### config.mk
export PLATFORM = sky130hd
export DESIGN_NAME = icache_refill_flat
export DESIGN_NICKNAME = d
export VERILOG_FILES = /design/src/rtl/icache_pkg.sv /design/src/rtl/icache_refill_if.sv /design/src/rtl/icache_line_buf.sv /design/src/rtl/icache_refill.sv /design/src/flat_wrapper.sv
export SDC_FILE = /design/constraint.sdc
export NUM_CORES = 1
export LEC_CHECK = 0
export CAP_MARGIN = 25
export CORE_MARGIN = 2
export CORE_UTILIZATION = 49
export DETAILED_ROUTE_END_ITERATION = 8
export PLACE_DENSITY = 0.92
export SKIP_LAST_GASP = 1
export SYNTH_ARGS = -nofsm -noshare
export SYNTH_HDL_FRONTEND = slang
export SYNTH_SLANG_ARGS = --single-unit
### constraint.sdc
create_clock -name clk -period 4.9 [get_ports clk]
set_input_delay 1.225 -clock clk [delete_from_list [all_inputs] [get_ports clk]]
set_output_delay 1.225 -clock clk [all_outputs]
set_load 0.1 [all_outputs]
### src/rtl/icache_pkg.sv
// Shared constants and state encoding for the instruction-cache refill engine.
package icache_pkg;

    localparam int ADDR_W         = 32;
    localparam int WORD_W         = 32;
    localparam int LINE_W         = 256;
    localparam int WORDS_PER_LINE = LINE_W / WORD_W;
    localparam int OFFSET_BITS    = 5;

    typedef enum logic [1:0] {
        IDLE,
        REQ,
        RSP,
        WRITE
    } refill_state_t;

endpackage

### src/rtl/icache_refill_if.sv
// Miss, memory-beat and line-write signals of the refill engine, bundled as one interface.
interface icache_refill_if #(
    parameter int ADDR_W = icache_pkg::ADDR_W,
    parameter int WORD_W = icache_pkg::WORD_W,
    parameter int LINE_W = icache_pkg::LINE_W
);

    logic              miss_valid;
    logic [ADDR_W-1:0] miss_addr;
    logic              miss_ready;

    logic              mem_req_valid;
    logic              mem_req_ready;
    logic [ADDR_W-1:0] mem_req_addr;
    logic              mem_rsp_valid;
    logic [WORD_W-1:0] mem_rsp_data;

    logic              line_we;
    logic [ADDR_W-1:0] line_w_addr;
    logic [LINE_W-1:0] line_data;
    logic              refill_done;

    // The refill engine side.
    modport master (
        input  miss_valid, miss_addr, mem_req_ready, mem_rsp_valid, mem_rsp_data,
        output miss_ready, mem_req_valid, mem_req_addr,
        output line_we, line_w_addr, line_data, refill_done
    );

    // The fetch / memory / cache-array side.
    modport slave (
        output miss_valid, miss_addr, mem_req_ready, mem_rsp_valid, mem_rsp_data,
        input  miss_ready, mem_req_valid, mem_req_addr,
        input  line_we, line_w_addr, line_data, refill_done
    );

endinterface

### src/rtl/icache_line_buf.sv
// Word-indexed line assembly buffer; the stored words are presented as one flat line.
module icache_line_buf #(
    parameter int WORD_W = 32,
    parameter int WORDS  = 8,
    parameter int IDX_W  = $clog2(WORDS)
) (
    input  logic                    clk,
    input  logic                    rst_n,
    input  logic                    we,
    input  logic [IDX_W-1:0]        idx,
    input  logic [WORD_W-1:0]       wdata,
    output logic [WORDS*WORD_W-1:0] line
);

    logic [WORDS-1:0][WORD_W-1:0] mem;

    // NOTE: this storage is reset because its contents drive line_data, which must read zero after reset.
    always_ff @(posedge clk or negedge rst_n) begin
        if (!rst_n) begin
            mem <= '0;
        end else if (we) begin
            mem[idx] <= wdata;
        end
    end

    assign line = mem;

endmodule

### src/rtl/icache_refill.sv
// Instruction-cache line refill engine: fetches a line as single-word beats and writes it in one pulse.
// Define ICACHE_REFILL_CWF_EN to fetch the missing word first and wrap around the line.
module icache_refill #(
    parameter int ADDR_W = icache_pkg::ADDR_W,
    parameter int WORD_W = icache_pkg::WORD_W,
    parameter int LINE_W = icache_pkg::LINE_W
) (
    input logic            clk,
    input logic            rst_n,
    icache_refill_if.master bus
);

    import icache_pkg::*;

    localparam int BEATS = LINE_W / WORD_W;
    localparam int IDX_W = $clog2(BEATS);
    localparam int CNT_W = IDX_W + 1;
    localparam int TAG_W = ADDR_W - OFFSET_BITS;

    refill_state_t    state, state_nxt;
    logic [TAG_W-1:0] line_addr;
    logic [IDX_W-1:0] idx;
    logic [IDX_W-1:0] start_idx;
    logic [CNT_W-1:0] count;
    logic             accept;
    logic             beat_done;

    assign accept    = (state == IDLE) && bus.miss_valid;
    assign beat_done = (state == RSP) && bus.mem_rsp_valid;

`ifdef ICACHE_REFILL_CWF_EN
    assign start_idx = bus.miss_addr[OFFSET_BITS-1 -: IDX_W];
`else
    assign start_idx = '0;
`endif

    always_ff @(posedge clk or negedge rst_n) begin
        if (!rst_n) begin
            state <= IDLE;
        end else begin
            state <= state_nxt;
        end
    end

    // The index wraps modulo the line on its own; line_addr stays fixed for the whole refill.
    always_ff @(posedge clk or negedge rst_n) begin
        if (!rst_n) begin
            line_addr <= '0;
            idx       <= '0;
            count     <= '0;
        end else if (accept) begin
            line_addr <= bus.miss_addr[ADDR_W-1:OFFSET_BITS];
            idx       <= start_idx;
            count     <= '0;
        end else if (beat_done) begin
            idx   <= idx + 1'b1;
            count <= count + 1'b1;
        end
    end

    // NOTE: every output and the next state get a default first so no path leaves them unassigned (no latches).
    always_comb begin
        state_nxt         = state;
        bus.miss_ready    = 1'b0;
        bus.mem_req_valid = 1'b0;
        bus.line_we       = 1'b0;
        bus.refill_done   = 1'b0;
        case (state)
            IDLE: begin
                bus.miss_ready = 1'b1;
                if (bus.miss_valid) state_nxt = REQ;
            end
            REQ: begin
                bus.mem_req_valid = 1'b1;
                if (bus.mem_req_ready) state_nxt = RSP;
            end
            RSP: begin
                if (bus.mem_rsp_valid) begin
                    state_nxt = (count == CNT_W'(BEATS - 1)) ? WRITE : REQ;
                end
            end
            WRITE: begin
                bus.line_we     = 1'b1;
                bus.refill_done = 1'b1;
                state_nxt       = IDLE;
            end
            default: state_nxt = IDLE;
        endcase
    end

    assign bus.mem_req_addr = {line_addr, idx, {(OFFSET_BITS - IDX_W){1'b0}}};
    assign bus.line_w_addr  = {line_addr, {OFFSET_BITS{1'b0}}};

    icache_line_buf #(
        .WORD_W (WORD_W),
        .WORDS  (BEATS),
        .IDX_W  (IDX_W)
    ) u_line_buf (
        .clk   (clk),
        .rst_n (rst_n),
        .we    (beat_done),
        .idx   (idx),
        .wdata (bus.mem_rsp_data),
        .line  (bus.line_data)
    );

endmodule

### src/flat_wrapper.sv
// flat-port wrapper written by rule: the top's interface ports become plain ports
module icache_refill_flat import icache_pkg::*;
#(
    parameter int ADDR_W = icache_pkg::ADDR_W,
    parameter int WORD_W = icache_pkg::WORD_W,
    parameter int LINE_W = icache_pkg::LINE_W
)
  (clk, rst_n, bus_miss_valid, bus_miss_addr, bus_mem_req_ready, bus_mem_rsp_valid, bus_mem_rsp_data, bus_miss_ready, bus_mem_req_valid, bus_mem_req_addr, bus_line_we, bus_line_w_addr, bus_line_data, bus_refill_done);
  icache_refill_if #(.ADDR_W(ADDR_W), .WORD_W(WORD_W), .LINE_W(LINE_W)) bus_i ();
  input logic clk;
  input logic rst_n;
  input wire logic [$bits(bus_i.miss_valid)-1:0] bus_miss_valid;
  input wire logic [$bits(bus_i.miss_addr)-1:0] bus_miss_addr;
  input wire logic [$bits(bus_i.mem_req_ready)-1:0] bus_mem_req_ready;
  input wire logic [$bits(bus_i.mem_rsp_valid)-1:0] bus_mem_rsp_valid;
  input wire logic [$bits(bus_i.mem_rsp_data)-1:0] bus_mem_rsp_data;
  output wire logic [$bits(bus_i.miss_ready)-1:0] bus_miss_ready;
  output wire logic [$bits(bus_i.mem_req_valid)-1:0] bus_mem_req_valid;
  output wire logic [$bits(bus_i.mem_req_addr)-1:0] bus_mem_req_addr;
  output wire logic [$bits(bus_i.line_we)-1:0] bus_line_we;
  output wire logic [$bits(bus_i.line_w_addr)-1:0] bus_line_w_addr;
  output wire logic [$bits(bus_i.line_data)-1:0] bus_line_data;
  output wire logic [$bits(bus_i.refill_done)-1:0] bus_refill_done;
  assign bus_i.miss_valid = bus_miss_valid;
  assign bus_i.miss_addr = bus_miss_addr;
  assign bus_i.mem_req_ready = bus_mem_req_ready;
  assign bus_i.mem_rsp_valid = bus_mem_rsp_valid;
  assign bus_i.mem_rsp_data = bus_mem_rsp_data;
  assign bus_miss_ready = bus_i.miss_ready;
  assign bus_mem_req_valid = bus_i.mem_req_valid;
  assign bus_mem_req_addr = bus_i.mem_req_addr;
  assign bus_line_we = bus_i.line_we;
  assign bus_line_w_addr = bus_i.line_w_addr;
  assign bus_line_data = bus_i.line_data;
  assign bus_refill_done = bus_i.refill_done;
  icache_refill #(.ADDR_W(ADDR_W), .WORD_W(WORD_W), .LINE_W(LINE_W)) u_core (.clk(clk), .rst_n(rst_n), .bus(bus_i));
endmodule
# Yosys cells after proc, flatten, opt, wreduce, memory -nomap -nowiden
# Cells that the tools add are included.
[word_totals]
register_bits = 292
inputBits = 69
word_cells = 44
[op_classes]
n_addsub = 2
order_cmp = 2
n_eq_ne = 7
muxes = 15
n_reduce_logical = 6
[ops]
columns = ["cell", "count"]
rows = [
  ["256-bit bitwise mux", 1],
  ["32-bit demux with 3-bit select", 1],
  ["32-bit 2-to-1 mux", 1],
  ["2-bit 2-to-1 mux", 4],
  ["4-bit 2-to-1 mux", 2],
  ["2-bit one-hot mux with 4 select lines", 1],
  ["3-bit 2-to-1 mux", 2],
  ["2-bit != test (second input constant)", 3],
  ["4-bit by 1-bit adder with 4-bit output (second input constant)", 1],
  ["2-bit equality test (second input constant)", 2],
  ["4-bit by 3-bit equality test with 1-bit output (second input constant)", 1],
  ["3-bit by 4-bit less-than comparator with 1-bit output (second input constant)", 1],
  ["3-bit by 1-bit adder with 3-bit output (second input constant)", 1],
  ["3-bit by 1-bit greater-or-equal comparator with 1-bit output (second input constant)", 1],
  ["1-bit logical AND", 3],
  ["1-bit 2-to-1 mux", 3],
  ["3-bit AND reduction", 1],
  ["2-bit by 1-bit equality test with 1-bit output (second input constant)", 1],
  ["2-bit zero test", 1],
  ["2-bit nonzero test", 1],
]

# Logic depth before layout (Yosys ltp)
# Gate-level depths: netlist of run 1.
[logic_depth]
depth_word = 5
mapped_depth = 6
depth_no_buf = 4

# Cells and area by module
# A second synthesis of run 1 with hierarchy kept.
[unflattened]
hier_cells = 687
area_unflattened_um2 = 11368.4
[modules_own_cells]
columns = ["module", "n_inst", "cells_each", "area_each_um2", "seq_area_each_um2"]
rows = [
  ["icache_line_buf", 1, 551, 9605.5, 6406.1],
  ["icache_refill", 1, 136, 1762.9, 900.9],
]

# Least setup slack after synthesis of run 1
# No wires, ideal clock.
[synth_timing]
path_kind = "reg-to-reg"
from = "register u_core.state[1]"
to = "register u_core.line_addr[13]"
setup_time_ns = 0.126
arrival_ns = 3.007
required_time_ns = 4.774
path_slack_ns = 1.767
stages_incl_launch_ff = 7
n_path_buf = 3
synth_period_minus_slack_ns = 3.133
path_cell_list = "dfrtp_1 buf_2 nor2_1 and2_1 clkbuf_1 buf_1 mux2_2"
[synth_via]
elab_chain_cells = 2
[synth_lines]
columns = ["element", "line_no", "text"]
rows = [
  ["start: declaration", "icache_refill.sv:20", "refill_state_t state, state_nxt;"],
  ["start signal: assignment", "icache_refill.sv:41", "state <= state_nxt;"],
  ["2-bit zero test", "icache_refill.sv:28", "assign accept = (state == IDLE) && bus.miss_valid;"],
  ["1-bit logical AND", "icache_refill.sv:28", ""],
  ["end signal: assignment", "icache_refill.sv:52", "line_addr <= bus.miss_addr[ADDR_W-1:OFFSET_BITS];"],
  ["end: declaration", "icache_refill.sv:21", "logic [TAG_W-1:0] line_addr;"],
]
# Every way passes these cells.
# A chain may end at the register's enable or synchronous reset.

# Final worst setup path of run 1
[layout_timing]
from = "register u_core.state[1]"
to = "output port bus_refill_done"
[layout_via]
elab_chain_cells = 2
[layout_lines]
columns = ["element", "line_no", "text"]
rows = [
  ["2-bit equality test", "icache_refill.sv:68", "case (state)"],
  ["1-bit 2-to-1 mux", "icache_refill.sv:68", ""],
  ["end: declaration", "flat_wrapper.sv:23", "output wire logic [$bits(bus_i.refill_done)-1:0] bus_refill_done;"],
]
# Every way passes these cells.

==> results of run 1 <==
==> worst min-delay path by stage <==
| stage | from | to | slack [ns] | cells past startpoint |
|---|---|---|---|---|
| after floorplan | u_core.count[3] | u_core.count[3] | 0.51 | 2 |
| after global placement | u_core.u_line_buf.line[39] | u_core.u_line_buf.line[39] | 0.47 | 1 |
| after detailed placement | u_core.u_line_buf.line[39] | u_core.u_line_buf.line[39] | 0.48 | 1 |
| after CTS | u_core.u_line_buf.line[39] | u_core.u_line_buf.line[39] | 0.49 | 1 |
| after global routing | u_core.u_line_buf.line[39] | u_core.u_line_buf.line[39] | 0.50 | 1 |
| final | u_core.u_line_buf.line[39] | u_core.u_line_buf.line[39] | 0.49 | 1 |
==> sequential cells by signal (all words and copies together) (netlist names) <==
signal and cells:
u_core.u_line_buf.line 256, u_core.line_addr 27, u_core.count 4, u_core.idx 3, u_core.state 2
==> final cells by class <==
cell class              instances  share of cell area (%)
multi-input cells             335                    22.5
clock buffers                  43                    5.60
flip-flops and latches        292                    45.0
well taps                     285                    2.19
clock inverters                 9                   0.516
repair buffers                394                    24.2
==> per-layer routing <==
| metal | global-route usage, % | wire (um) | up-vias |
|---|---|---|---|
| met2 | 43.3 | 15400 | 301 |
| met3 | 6.81 | 2240 | 68 |
| met5 | 0 | 0 | - |
| met1 | 29.1 | 11700 | 3639 |
| li1 | - | - | 3100 |
| met4 | 7.95 | 946 | 0 |
==> cells in the mapped netlist <==
library cell	n
ha_1	2
xor2_1	4
buf_1	1
dfrtp_1	292
nand3b_1	4
or4b_4	1
clkbuf_2	1
or4b_1	1
buf_6	7
mux2_4	30
mux2_1	1
buf_4	35
a21oi_1	2
nor2b_1	1
conb_1	1
nor3_1	2
mux2_2	252
or3_1	1
nor2_1	12
nand2_1	2
a21o_1	1
o21ai_0	3
clkbuf_1	3
nand4b_1	2
and2_1	2
buf_2	21
nand3_1	2
mux2i_1	2
or3b_4	1
==> cells by family (layout without fill, tap and decap cells) <==
logic type	count (synthesis)	after routing	synth area share (%)
DFF	292	292	64.3
muxes	285	285	29.2
buffers and inverters	68	446	4.10
and+or+nand+nor	31	31	1.58
AOI/OAI and AO/OA	6	6	0.286
xor gates and xnor gates	4	4	0.308
adders and majority gates	2	2	0.220
other	1	7	0.0330
==> worst max-delay path, stage by stage (launching register included) <==
cell and delay [ns]:
dfrtp_1 0.53, and2_1 0.22, clkdlybuf4s50_1 1.14
==> metrics by stage <==
step | hold WS [ns] | std cells | cell area (um^2) | utilization, % | setup WS, ns
detailed placement | 0.480 | 1306 | 15300 | 67.2 | 1.22
CTS | 0.493 | 1358 | 16300 | 71.6 | 1.22
global placement | 0.473 | 1306 | 15300 | 67.2 | 1.25
finish | 0.489 | 1358 | 16300 | 71.6 | 1.25
floorplan | 0.509 | 695 | 11400 | - | 1.77
global route | 0.497 | 1358 | 16300 | 71.6 | 1.17
==> results.toml, run 1 <==
[global_routing]
antenna_found_initial = 0
grt_pass1_vias = 7823
grt_max_degree = 128
grt_use_total_pct = 24.5
overflow = 0
grt_pass1_wl_um = 46100

[floorplan]
start_util_pct = 50.1
ioPinCount = 393
die_width_um = 156
core-area_mm2 = 0.0227
die_area_mm2 = 0.0244
fp.dieH_um = 156
rows = 55

[timing]
tns_ns = 0
fin_skew_ns = 0.0151
rsz0062_at_grt = "false"
fmax_mhz = 274
fin_crit_sh_pct = 74.4
hold_violations = 0
finalCriticalPeriod_ns = 3.65
drv_slew = 0
setup_viol = 0
tightest_slew_ns = 1.06
slew_headroom_pct = 29.1

[cts]
htreeDepth = 1
post_cts_buffers = 0
cts_tree = "yes"
cts_made_buffers = 30
clock-root-buffer = "clkbuf_16"
clk_pin_slew_worst_paths_ns = 0.06
clk_latency_ns = 0.54
cts_resized = 0
cts_hold_buf = 0
max-clock-path-buffers = 3
cts_num_sinks = 292

[setup_path]
endpoint = "bus_refill_done"
cp-startpoint = "u_core.state[1]"
worstSetupPathType = "register to output port"
crit_required_ns = 3.67
reg2reg_to = "u_core.u_line_buf.line[39]"
reg2reg_slack_ns = 2.20
crit_fanout = 11
critPathArrivalTime_ns = 2.42
r2r_start = "u_core.state[0]"
start_kind = "register"
reg2reg_depth = 4
setup.worst_path.end_class = "output port"

[routing]
postRouteAntennaNets = 0
wirelength_um = 30300
first_pass_iters = 4
drc = 0
drt_iter0_markers = 280
num_vias = 7108
wl_per_cell_um = 22.3
via_per_inst = 5.23

[yosys]
synth_top_cells_by_area = "dfrtp_1, mux2_2, mux2_4"
synthDominantCellAreaShare_pct = 64.3
synth_seq_cells = 292
yosysSeqAreaShare_pct = 64.3
ys_types = 29
yosys_warnings = 0
synth_area_leader_cell = "dfrtp_1"
syn_inst = 689
syn_area_mm2 = 0.0114
syn_area_per_cell_um2 = 16.5

[placed_design]
place.gp.congestion = 0.769
io_buffers = 380
hpwl_um = 20400

[layout]
syn2layout_area_growth_pct = 43.0
final_cell_mix = "clkdlybuf4s50_1, dfrtp_1, mux2_2, clkbuf_16, mux2_4"
final_common_cell = "clkdlybuf4s50_1"
fillCellCount = 1413
regArea_mm2 = 0.00731
layout-drive-gt1-share_pct = 33.1
multiInputGateArea_mm2 = 0.00366
layout.nets = 1124
diodes = 0

[min_path]
holdCritPathClass = "register to register"

[outcome]
status = "completed"

[job]
drv_cap = 0
Power of run 1 is not shown: default switching activity piles up to over one toggle a cycle in this logic, so the estimate is an artifact.
==> run 2, diff against run 1 <==
--- a/config.mk
+++ b/config.mk
@@ -7,9 +7,9 @@
 export LEC_CHECK = 0
 export CAP_MARGIN = 25
 export CORE_MARGIN = 2
-export CORE_UTILIZATION = 49
+export CORE_UTILIZATION = 45
 export DETAILED_ROUTE_END_ITERATION = 8
-export PLACE_DENSITY = 0.92
+export PLACE_DENSITY = 0.86
 export SKIP_LAST_GASP = 1
 export SYNTH_ARGS = -nofsm -noshare
 export SYNTH_HDL_FRONTEND = slang
==> constraint.sdc (replaced) <==
create_clock -name clk -period 3.5 [get_ports clk]
set_input_delay 0.875 -clock clk [delete_from_list [all_inputs] [get_ports clk]]
set_output_delay 0.875 -clock clk [all_outputs]
set_load 0.1 [all_outputs]
==> run 2 against run 1 <==
First-iteration DRC count rose by 22%. Critical path depth did not move. Design area fell by 3.0%. Die area rose by 8.7%. Critical path type unchanged.
==> results.toml, run 2 (same netlist as run 1, synthesis figures left out) <==
[outcome]
status = "completed"

[layout]
final_cell_mix = "buf_4, dfrtp_1, mux2_2, clkdlybuf4s50_1, clkbuf_16"
final_common_cell = "buf_4"
layout-drive-gt1-share_pct = 63.2
fillCellCount = 1837
largest_reg_flops = 256
syn2layout_area_growth_pct = 38.7
layout.nets = 1132

[timing]
tightest_slew_ns = 0.773
rsz0062_at_grt = "false"
drv_slew = 0
tns_ns = 0
slew_headroom_pct = 48.5
fin_crit_sh_pct = 70.1
hold_violations = 0
fmax_mhz = 408
finalCriticalPeriod_ns = 2.45
setup_viol = 0
hold_ws_ns = 0.349
fin_skew_ns = 0.0113
fin_ws_ns = 1.05

[placed_design]
io_buffers = 380
place.gp.congestion = 0.779
hpwl_um = 20900
dp_slack_ns = 0.561

[floorplan]
die_width_um = 163
start_util_pct = 45.5
die_area_mm2 = 0.0266
rows = 58
core-area_mm2 = 0.0250
fp.dieH_um = 163
ioPinCount = 393

[routing]
drt_iter0_markers = 342
postRouteAntennaNets = 0
drc = 0
num_vias = 7173
via_per_inst = 5.07
wl_per_cell_um = 21.8
first_pass_iters = 4
wirelength_um = 30800

[cts]
cts_resized = 0
max-clock-path-buffers = 3
clk_latency_ns = 0.56
cts_num_sinks = 292
htreeDepth = 1
cts_made_buffers = 30
clk_pin_slew_worst_paths_ns = 0.06
cts_tree = "yes"
post_cts_buffers = 0
clock-root-buffer = "clkbuf_16"
cts_hold_buf = 0

[global_routing]
grt_max_degree = 90
grt_pass1_wl_um = 45900
antenna_found_initial = 1
overflow = 0
grt_use_total_pct = 22.8
grt_pass1_vias = 7566

[setup_path]
crit_required_ns = 2.62
start_kind = "register"
critPathArrivalTime_ns = 1.58
worstSetupPathType = "register to output port"
setup.worst_path.end_class = "output port"
crit_fanout = 11

[job]
drv_cap = 0

[min_path]
holdCritPathClass = "primary input to async pin"
run 2: worst paths after layout:
path                                       startpoint                          end  slack [ns]  depth (start not counted)
hold reg to reg            u_core.u_line_buf.line[39]   u_core.u_line_buf.line[39]        0.49                          1
setup / recovery                      u_core.state[0]            bus_mem_req_valid        1.05                          2
hold / removal                                  rst_n  u_core.u_line_buf.line[100]        0.35                          1
min in group clk           u_core.u_line_buf.line[39]   u_core.u_line_buf.line[39]        0.49                          1
max in group asynchronous                       rst_n  u_core.u_line_buf.line[116]        2.25                          2
setup reg to reg                      u_core.state[1]    u_core.u_line_buf.line[4]        1.06                          3
run 2: metal layers:
metal	track usage, %	vias to the layer above	share of wire [%]
met1	28.6	3679	40
met5	0	-	0
met4	7.08	0	2.8
met2	39.5	306	50
met3	5.14	58	7.1
li1	-	3130	-
run 2: cell type report:
class	instances	area (um^2)	area share [%]
multi-input combinational	335	3660	23.2
tap	330	413	2.62
sequential	292	7310	46.3
timing repair buffer	402	3230	20.5
clock buffer	35	821	5.20
clock inverter	21	339	2.15
antenna	1	2.50	0.0159
run 2: critical path: stages (launching register included):
cell and delay (ns):
dfrtp_1 0.49, nor2b_1 0.21, buf_4 0.32
run 2: through the flow:
| stage | std cells | util, % | instance area, um^2 |
|---|---|---|---|
| 2_1_floorplan | 695 | - | 11400 |
| 3_3_place_gp | 1359 | 58.5 | 14600 |
| 3_5_place_dp | 1359 | 58.5 | 14600 |
| 4_1_cts | 1415 | 63.2 | 15800 |
| 5_1_grt | 1416 | 63.2 | 15800 |
| 6_report | 1416 | 63.2 | 15800 |
Power of run 2 is left out for the same reason.
==> run 3, diff against run 2 <==
==> constraint.sdc (replaced) <==
create_clock -name clk -period 2.5 [get_ports clk]
set_input_delay 0.625 -clock clk [delete_from_list [all_inputs] [get_ports clk]]
set_output_delay 0.625 -clock clk [all_outputs]
set_load 0.1 [all_outputs]
==> run 3 against run 2 <==
Utilization grew 0.33 points. First-iteration DRC count grew 6.1%. Non-clock buffer count grew 9. Die area is the same. Register-to-register slack lost 0.67 ns. Wire length shrank 2.4%. Design area grew 0.52%. Clock-buffer cell count grew 6. Worst hold slack gained 0.16 ns. Critical path depth grew 1. Critical endpoint is now bus_refill_done. Clock skew shrank 0.00054 ns.
==> results.toml, run 3 (same netlist as run 1, synthesis figures left out) <==
[timing]
hold_violations = 0
hold_ws_ns = 0.505
setup_viol = 0
rsz0062_at_grt = "false"
fin_crit_sh_pct = 94.1
fmax_mhz = 425
finalCriticalPeriod_ns = 2.35
drv_slew = 0
fin_skew_ns = 0.0108

[cts]
htreeDepth = 1
cts_hold_buf = 1
cts_tree = "yes"
clk_pin_slew_worst_paths_ns = 0.06
cts_num_sinks = 292
cts_made_buffers = 29
clk_latency_ns = 0.54
cts_resized = 0
max-clock-path-buffers = 3
post_cts_buffers = 0
clock-root-buffer = "clkbuf_16"

[layout]
layout.nets = 1140
final_cell_mix = "buf_4, dfrtp_1, mux2_2, clkdlybuf4s50_1, mux2_4"
final_common_cell = "buf_4"
layout-drive-gt1-share_pct = 63.2
fillCellCount = 1831
syn2layout_area_growth_pct = 39.4
largest_reg_flops = 256

[routing]
drt_iter0_markers = 363
first_pass_iters = 4
drc = 0
wirelength_um = 30100
postRouteAntennaNets = 0
wl_per_cell_um = 21.2
num_vias = 7132
via_per_inst = 5.02

[outcome]
status = "completed"

[setup_path]
cp-startpoint = "u_core.state[0]"
worstSetupPathType = "register to output port"
critPathArrivalTime_ns = 1.73
setup.worst_path.end_class = "output port"
start_kind = "register"
crit_required_ns = 1.88
crit_fanout = 9
r2r_start = "u_core.state[1]"
reg2reg_depth = 4

[placed_design]
place.gp.congestion = 0.760
io_buffers = 380
hpwl_um = 21200

[floorplan]
fp.dieH_um = 163
die_width_um = 163
core-area_mm2 = 0.0250
rows = 58
die_area_mm2 = 0.0266
ioPinCount = 393
start_util_pct = 45.5

[min_path]
hold_start = "u_core.u_line_buf.line[59]"
holdCritPathClass = "register to register"
min_path_cells = 1

[global_routing]
overflow = 0
grt_use_total_pct = 22.5
grt_max_degree = 65
grt_pass1_vias = 7565
antenna_found_initial = 1
grt_pass1_wl_um = 45500

[job]
drv_cap = 0
[run 3: cell types whose count changed in the layout (fill, tap and decap cells not counted), moves of 3 or more]
cell       previous run  this run
buf_12                4        17
buf_4               335       330
bufinv_16             9         3
clkbuf_1              1         4
clkbuf_8              3         8
clkinv_2              9         5
[run 3: final timing paths]
path / endpoint / slack [ns]
max: bus_refill_done / 0.15
min: u_core.u_line_buf.line[59] / 0.50
max reg2reg: u_core.u_line_buf.line[31] / 0.39
min reg2reg: u_core.u_line_buf.line[59] / 0.50
max in group asynchronous: u_core.u_line_buf.line[149] / 1.24
min in group asynchronous: u_core.u_line_buf.line[64] / 0.60
[run 3: area by class of cell]
class	instances	area [um^2]	share of cell area (%)
sequential	292	7310	46.1
multi-input combinational	335	3670	23.1
timing repair buffer	411	3460	21.8
clock buffer	41	851	5.37
tap	330	413	2.60
clock inverter	12	150	0.947
antenna	1	2.50	0.0158
[run 3: routing by layer]
layer / global-route usage [%] / share of wire [%] / wire (um)
met5: 0 / 0 / 0
met4: 7.28 / 2.8 / 855
met3: 3.97 / 6.1 / 1850
met2: 39.3 / 51 / 15400
met1: 28.3 / 40 / 12000
[run 3: metrics by stage]
step,instance area [um^2],TNS (ns),utilization (%),setup WS [ns],instances
final,15900,0,63.5,0.148,1422
after detailed placement,14800,0,59.4,0.0722,1367
after global placement,14800,0,59.4,0.0713,1367
after floorplan,11400,-0.00399,-,-0.00399,695
after global routing,15900,0,63.5,0.104,1422
after CTS,15900,0,63.5,0.115,1421
[run 3: worst max-delay path, stage by stage (launching register included)]
cell and delay, ns:
dfrtp_1 0.36, buf_4 0.17, and2_1 0.42, buf_12 0.24
Power of run 3 is left out for the same reason.
